## src/rtl/wb_port_arb_pkg.sv

```systemverilog
// Shared definitions for the register-file write-port arbiter.
// Source encodings, request packing and the grant enumeration.
package wb_port_arb_pkg;

  localparam logic WB_SRC_PIPE = 1'b0;
  localparam logic WB_SRC_MDU  = 1'b1;

  localparam int WB_RD_WIDTH     = 5;
  localparam int WB_DATA_WIDTH   = 32;
  localparam int WB_REQ_WIDTH    = WB_RD_WIDTH + WB_DATA_WIDTH;
  localparam int WB_STARVE_WIDTH = 4;

  typedef enum logic [1:0] {
    GRANT_NONE = 2'd0,
    GRANT_PIPE = 2'd1,
    GRANT_MDU  = 2'd2
  } wb_grant_e;

  // Destination register sits in the upper bits of a packed request.
  function automatic logic [WB_REQ_WIDTH-1:0] wb_pack(
    input logic [WB_RD_WIDTH-1:0]   rd,
    input logic [WB_DATA_WIDTH-1:0] wdata
  );
    return {rd, wdata};
  endfunction

endpackage

```

## src/rtl/wb_starve_cnt.sv

```systemverilog
// Starvation counter for the MDU requester: counts consecutive denied
// cycles, saturates at STARVE_MAX and raises force_grant when saturated.
module wb_starve_cnt
  import wb_port_arb_pkg::*;
#(
  parameter int unsigned STARVE_MAX = 4
) (
  input  logic clock,
  input  logic reset,
  input  logic req1_valid,
  input  logic req1_grant,
  output logic force_grant
);

  localparam logic [WB_STARVE_WIDTH-1:0] CNT_MAX = WB_STARVE_WIDTH'(STARVE_MAX);

  logic [WB_STARVE_WIDTH-1:0] starve_cnt;

  // Any gap in the MDU request restarts the count, so only truly
  // consecutive denials can build up to a forced grant.
  always_ff @(posedge clock) begin
    if (reset || req1_grant || !req1_valid) begin
      starve_cnt <= '0;
    end else if (starve_cnt != CNT_MAX) begin
      starve_cnt <= starve_cnt + WB_STARVE_WIDTH'(1);
    end
  end

  assign force_grant = (starve_cnt == CNT_MAX);

endmodule

```

## src/rtl/wb_port_arb.sv

```systemverilog
// Write-port arbiter: pipeline writeback (fixed priority) vs. MDU, with a
// starvation guarantee for the MDU and a registered register-file write.
// Optional conflict statistics counter enabled by WB_ARB_STAT_EN.
//
// Handshake: a requester holds valid/rd/wdata stable until it sees its
// ready high; a transfer happens in any cycle where valid && ready.
module wb_port_arb
  import wb_port_arb_pkg::*;
#(
  parameter int unsigned STARVE_MAX = 4
) (
  input  logic                     clock,
  input  logic                     reset,
  input  logic                     req0_valid_i,
  input  logic [WB_RD_WIDTH-1:0]   req0_rd_i,
  input  logic [WB_DATA_WIDTH-1:0] req0_wdata_i,
  output logic                     req0_ready_o,
  input  logic                     req1_valid_i,
  input  logic [WB_RD_WIDTH-1:0]   req1_rd_i,
  input  logic [WB_DATA_WIDTH-1:0] req1_wdata_i,
  output logic                     req1_ready_o,
  output logic                     rf_we_o,
  output logic [WB_RD_WIDTH-1:0]   rf_rd_o,
  output logic [WB_DATA_WIDTH-1:0] rf_wdata_o,
  output logic                     rf_src_o
`ifdef WB_ARB_STAT_EN
  ,
  output logic [31:0]              stat_conflict_o
`endif
);

  wb_grant_e                grant;
  logic                     force_grant;
  logic [WB_REQ_WIDTH-1:0]  sel_req;
  logic [WB_RD_WIDTH-1:0]   sel_rd;
  logic [WB_DATA_WIDTH-1:0] sel_wdata;
  logic                     sel_src;

  wb_starve_cnt #(
    .STARVE_MAX (STARVE_MAX)
  ) u_starve (
    .clock       (clock),
    .reset       (reset),
    .req1_valid  (req1_valid_i),
    .req1_grant  (req1_ready_o),
    .force_grant (force_grant)
  );

  // A saturated starvation count overrides the pipeline's fixed priority.
  always_comb begin
    grant = GRANT_NONE;
    if (!reset) begin
      if (force_grant && req1_valid_i) begin
        grant = GRANT_MDU;
      end else if (req0_valid_i) begin
        grant = GRANT_PIPE;
      end else if (req1_valid_i) begin
        grant = GRANT_MDU;
      end
    end
  end

  assign req0_ready_o = (grant == GRANT_PIPE);
  assign req1_ready_o = (grant == GRANT_MDU);

  always_comb begin
    sel_req = wb_pack(req0_rd_i, req0_wdata_i);
    sel_src = WB_SRC_PIPE;
    if (grant == GRANT_MDU) begin
      sel_req = wb_pack(req1_rd_i, req1_wdata_i);
      sel_src = WB_SRC_MDU;
    end
  end

  assign sel_rd    = sel_req[WB_REQ_WIDTH-1:WB_DATA_WIDTH];
  assign sel_wdata = sel_req[WB_DATA_WIDTH-1:0];

  // Writes to x0 are accepted and consumed but never reach the file.
  always_ff @(posedge clock) begin
    if (reset) begin
      rf_we_o    <= 1'b0;
      rf_rd_o    <= '0;
      rf_wdata_o <= '0;
      rf_src_o   <= WB_SRC_PIPE;
    end else if (grant != GRANT_NONE) begin
      rf_we_o    <= (sel_rd != '0);
      rf_rd_o    <= sel_rd;
      rf_wdata_o <= sel_wdata;
      rf_src_o   <= sel_src;
    end else begin
      rf_we_o    <= 1'b0;
    end
  end

`ifdef WB_ARB_STAT_EN
  always_ff @(posedge clock) begin
    if (reset) begin
      stat_conflict_o <= '0;
    end else if (req0_valid_i && req1_valid_i) begin
      stat_conflict_o <= stat_conflict_o + 32'd1;
    end
  end
`endif

endmodule
```

## config.mk

```make
export PLATFORM = sky130hd
export DESIGN_NAME = wb_port_arb
export DESIGN_NICKNAME = d
export VERILOG_FILES = /design/src/rtl/wb_port_arb_pkg.sv /design/src/rtl/wb_starve_cnt.sv /design/src/rtl/wb_port_arb.sv
export SDC_FILE = /design/constraint.sdc
export NUM_CORES = 1
export LEC_CHECK = 0
export CORE_MARGIN = 5
export CORE_UTILIZATION = 38
export DETAILED_ROUTE_END_ITERATION = 8
export PLACE_DENSITY = 0.91
export SETUP_SLACK_MARGIN = 0.5
export SYNTH_ARGS = -nofsm -noshare
export SYNTH_HDL_FRONTEND = slang
export SYNTH_SLANG_ARGS = --single-unit
```

## constraint.sdc

```tcl
create_clock -name clock -period 1.5 [get_ports clock]
set_input_delay 0.225 -clock clock [delete_from_list [all_inputs] [get_ports clock]]
set_output_delay 0.225 -clock clock [all_outputs]
set_load 0.01 [all_outputs]
```

==> After elaboration in Yosys (flattened, before gate mapping) <==
Cells that the tools add are included.
Widths: inputs -> output; s select.
{ "totals": {"regBits": 43, "wordCells": 24, "out_inout_bits": 41} }
{ "op_classes": {"eq_ne": 4, "n_reduce_logical": 7, "bitwise_logic": 1, "n_mux": 6, "addsub": 1} }
{ "op_table": {"columns": ["operator", "count"], "rows": [
  ["$mux 37", 1],
  ["$mux 2", 4],
  ["$reduce_bool 5->1", 1],
  ["$add 4x1->4 const B", 1],
  ["$eq 4x3->1 const B", 1],
  ["$ne 4x3->1 const B", 1],
  ["$eq 2x1->1 const B", 1],
  ["$eq 2x2->1 const B", 1],
  ["$logic_or 1x1->1", 2],
  ["$reduce_bool 2->1", 1],
  ["$reduce_or 2->1", 1],
  ["$logic_and 1x1->1", 1],
  ["$logic_not 1->1", 1],
  ["$mux 1", 1],
  ["$not 1->1", 1]
]} }

==> Logic depth before layout (Yosys ltp) <==
{ "logic_depth": {"word_depth": 7, "depth_mapped": 6, "mapped_depth_nobuf": 5} }

==> By module <==
From an unflattened synthesis, not the netlist that was laid out.
{ "hier_totals": {"hier_cells": 209, "area_unflattened_um2": 2013.2} }
{ "modules_own_cells": {"columns": ["mod", "instances", "area_each_um2", "cells_per_inst"], "rows": [
  ["wb_port_arb", 1, 1816.7, 188],
  ["wb_starve_cnt", 1, 196.4, 21]
]} }

==> Least setup slack after synthesis <==
OpenSTA, ideal clock, no wires.
{ "synth_timing": {"path_type": "register to register", "from": "register u_starve.starve_cnt[0]", "to": "register rf_rd_o[0]", "synth_period_minus_slack_ps": 1424, "slack_ps": 76, "t_arrival_ps": 1364, "stages_incl_launch_ff": 6, "t_required_ps": 1440, "setup_ps": 60, "cell_sequence": "dfxtp_1 > inv_1 > ha_1 > and4b_1 > nor3_2 > a221o_1"} }
{ "synth_via": {"elab_chain_cells": 6, "elab_cells_between_ends": 7} }
{ "synth_rtl": {"columns": ["element", "line_no", "rtl"], "rows": [
  ["start: declaration", "wb_starve_cnt.sv:17", "logic [WB_STARVE_WIDTH-1:0] starve_cnt;"],
  ["start signal: assignment", "wb_starve_cnt.sv:25", "starve_cnt <= starve_cnt + WB_STARVE_WIDTH'(1);"],
  ["$eq 4x3->1 (*)", "wb_starve_cnt.sv:29", "assign force_grant = (starve_cnt == CNT_MAX);"],
  ["$logic_and 1x1->1 (*)", "wb_port_arb.sv:53", "if (force_grant && req1_valid_i) begin"],
  ["$mux 2 (*)", "wb_port_arb.sv:53", null],
  ["$mux 2 (*)", "wb_port_arb.sv:52", "if (!reset) begin"],
  ["$eq 2x2->1", "wb_port_arb.sv:69", "if (grant == GRANT_MDU) begin"],
  ["$mux 37", "wb_port_arb.sv:69", null],
  ["end signal: assignment", "wb_port_arb.sv:87", "rf_rd_o <= sel_rd;"],
  ["end: declaration", "wb_port_arb.sv:23", "output logic [WB_RD_WIDTH-1:0] rf_rd_o,"]
]} }
Every way passes the cells marked *; elsewhere a longest branch is shown, timed or not.
A chain may end at the register's enable or synchronous reset.

==> Worst setup path in the final report <==
{ "layout_timing": {"from": "register u_starve.starve_cnt[1]", "to": "output req0_ready_o"} }
{ "layout_via": {"elab_chain_cells": 5} }
{ "layout_rtl": {"columns": ["element", "line_no", "rtl"], "rows": [
  ["$eq 4x3->1", "wb_starve_cnt.sv:29", null],
  ["$logic_and 1x1->1", "wb_port_arb.sv:53", null],
  ["$mux 2", "wb_port_arb.sv:53", null],
  ["$mux 2", "wb_port_arb.sv:52", null],
  ["$eq 2x1->1", "wb_port_arb.sv:63", "assign req0_ready_o = (grant == GRANT_PIPE);"],
  ["end: declaration", "wb_port_arb.sv:17", "output logic req0_ready_o,"]
]} }
Every way passes these cells.

==> metrics.yaml <==
status: "complete, but fails checks"
violations: "negative setup slack"
clk_path_buf_depth: 2
vias_per_cell: 5.41
std_cell_rows: 27
synth_area_um2: 2110
critPathMaxStageDelay_ns: 0.34
path_max_fanout: 3
ys_ff_latch: 43
fp.dieH_um: 84.6
powerDensity_nw_per_um2: 758
critPathRequiredTime_ns: 1.27
firstDrtPassIters: 4
avgRoutedWirePerCell_um: 18.4
worstSetupPathType: "flip-flop to output pin"
slew_viol_final: 0
crit_family: "simple AND/OR/NAND/NOR gates"
cts_tree: "built"
leakage_nw: 1.68
yosys_warnings: 0
cp-start-kind: "flip-flop"
synth_top_area_cell: "dfxtp_1"
synthTopCellsByCount: "dfxtp_1, a221o_1, a22o_1, and2_1, nor2_1"
setup_tns_ns: -2.63
cp_num_buf_inv: 2
die_w_um: 84.6
syn_to_final_growth_pct: 83.1
drc_errors: 0
r2r_end: "rf_wdata_o[13]"
synth_nets: 286
syn_area_per_cell_um2: 10.3
fin_crit_ns: 1.64
insertion_delay_ns: 0.29
finalSetupViolations: 38
synth_flop_cell: "dfxtp_1"
ant_nets: 0
ir_drop_mv: 0.415
drt_iter0_drc: 115
grt_antenna_before_repair: 0
cts_sinks: 43
slowest_stage: "dfxtp_2"
r2r_cells: 7
yosysSeqAreaShare_pct: 40.7
r2r_slack_ns: -0.10
cp-startpoint: "u_starve.starve_cnt[1]"
root_buffer: "clkbuf_8"
coreArea_um2: 5470
critPathCapture: "req0_ready_o"
fin_crit_sh_pct: 109
pre_cts_slack_ns: -0.518
drt_wl_total_mm: 7.85
ioPinCount: 119
stdcell_count: 427
globalRouteTotalUtil_pct: 21.6
netlist_top_cells_area: "dfxtp_1, a221o_1, a22o_1"
cts-buffers-inserted: 5
clk_pin_slew_worst_paths_ns: 0.08
hpwl_mm: 5.28
grt_max_degree: 29
cp.depth: 5
synthArstFlopShare_pct: 0
worst_slew_pin_slew_ns: 0.472
cp.arrival_ns: 1.42
rsz0062_at_grt: "yes"
maxSlewHeadroom_pct: 68.5
synth_most_common_cell: "dfxtp_1"
ys_types: 28
synth_top_area_share_pct: 40.7
synth_edf_count: 0
maxCapViolations: 0
hp-class: "flip-flop to flip-flop"
r2r_start: "u_starve.starve_cnt[1]"
n_fill_cell: 419
layout.nets: 434
htreeDepth: 2
dp.cells: 401
post-route-util_pct: 70.7
skew_ns: 0.00291
initial_utilization_pct: 38.6
cts.hold.buffers_added: 0
final-hold-violation-count: 0
grt_pass1_vias: 2569
place.gp.congestion: 0.810
grt_pass1_wl_mm: 12.8
n_antenna_cell: 0
port_buffers: 118
drive_gt1_share_pct: 40.6
gr-total-overflow: 0
worst_slack_ns: -0.141
path_cells: "inv_2, ha_4, and4b_2, nor3_4, buf_2"
end_kind: "output pin"
synthCells: 206
vias: 2310
timing.fmax_ghz: 0.609
dieArea_um2: 7160
==> per-stage QoR <==
step	hold slack, ns	power [mW]	area [µm²]
final	0.525	2.94	3870
after global routing	0.533	3.06	3870
after CTS	0.468	2.89	3700
after detailed placement	0.474	1.98	3530
after global placement	0.463	1.96	3530
after floorplan	0.363	1.54	2170
==> worst reg2reg max path: cells and delay by family, from the launching register on <==
family | cells | cell delay, ns
buf+inv | 3 | 0.37
simple gates | 2 | 0.34
flops | 1 | 0.33
compound gates | 1 | 0.31
fa+ha+maj | 1 | 0.13
==> routing by layer <==
| metal | vias up | global-route usage [%] | part of all wire (%) |
|---|---|---|---|
| met4 | 0 | 6.04 | 1.1 |
| met2 | 107 | 37.8 | 49 |
| met3 | 10 | 5.20 | 8.0 |
| li1 | 1099 | - | - |
| met1 | 1094 | 26.4 | 42 |
| met5 | - | 0 | 0 |
==> registers in the layout, indices dropped and copies added (netlist names) <==
signal,count
rf_wdata_o,32
rf_rd_o,5
u_starve.starve_cnt,4
rf_src_o,1
rf_we_o,1
==> timing repair <==
| action | in CTS | in global routing |
|---|---|---|
| hold endpoints to repair | 0 | 0 |
| endpoints found under the setup margin | 84 | 71 |
| buffers inserted | 12 | 2 |
| gates cloned | 4 | 0 |
| pin swaps | 18 | 17 |
| gates resized for setup | 209 | 36 |
==> where the power goes <==
group	total [mW]	switching (mW)	internal, mW
combinational	0.715	0.264	0.451
clock	0.945	0.405	0.539
sequential	1.28	0.0454	1.23
total	2.94	0.714	2.22
==> logic make-up (layout without fill, tap and decap cells) <==
group                    after synthesis  count (layout)  share of synthesized area [%]
flip-flops                            43              43                           40.7
AO/OA/AOI/OAI                         72              72                           31.8
multiplexers                           6               6                           2.84
buffers and inverters                 23             170                           6.27
XOR/XNOR                               1               1                          0.414
AND/OR/NAND/NOR                       59              61                           16.8
adder cells (fa/ha/maj)                2               2                           1.18
==> layout make-up <==
| type | count | area [µm²] | area share (%) |
|---|---|---|---|
| Clock buffer | 6 | 82.6 | 2.13 |
| Clock inverter | 2 | 35.0 | 0.905 |
| Inverter | 5 | 18.8 | 0.485 |
| Multi-Input combinational cell | 142 | 1190 | 30.8 |
| Sequential cell | 43 | 911 | 23.5 |
| Tap cell | 72 | 90.1 | 2.33 |
| Timing Repair Buffer | 157 | 1540 | 39.8 |
==> worst min path at each step <==
| stage | startpoint | end | cells past startpoint | slack [ns] |
|---|---|---|---|---|
| 2_1_floorplan | req1_wdata_i[11] | rf_wdata_o[11] | 1 | 0.36 |
| 3_3_place_gp | rf_src_o | rf_src_o | 2 | 0.46 |
| 3_5_place_dp | rf_src_o | rf_src_o | 2 | 0.47 |
| 4_1_cts | rf_src_o | rf_src_o | 2 | 0.47 |
| 5_1_grt | u_starve.starve_cnt[0] | u_starve.starve_cnt[0] | 2 | 0.53 |
| 6_report | u_starve.starve_cnt[0] | u_starve.starve_cnt[0] | 2 | 0.53 |
==> cells in the final DEF, fill, tap and decap left out <==
cell              n
nor3_4            1
a221o_1          37
dfxtp_2          40
ha_4              1
nor3_2            1
dlygate4sd2_1     2
nor2_1           11
and2_1           32
a21o_1            1
nand3b_1          1
nand2_1           1
buf_4            23
nor2b_4           2
bufinv_16         1
buf_12            5
nand3_1           1
buf_2            19
o2bb2ai_2         1
buf_6            31
inv_1             2
nor3_1            1
a22o_1           32
or2_1             1
ha_1              1
nor2_2            1
buf_16            2
mux2i_1           6
dfxtp_1           3
nor2_4            3
and4b_2           1
inv_2             3
or3b_4            1
or4_1             1
nand2b_1          2
clkdlybuf4s50_1  75
clkinv_2          1
clkbuf_8          6
o21ai_2           1
xnor2_1           1
(Power assumes the default switching activity.)
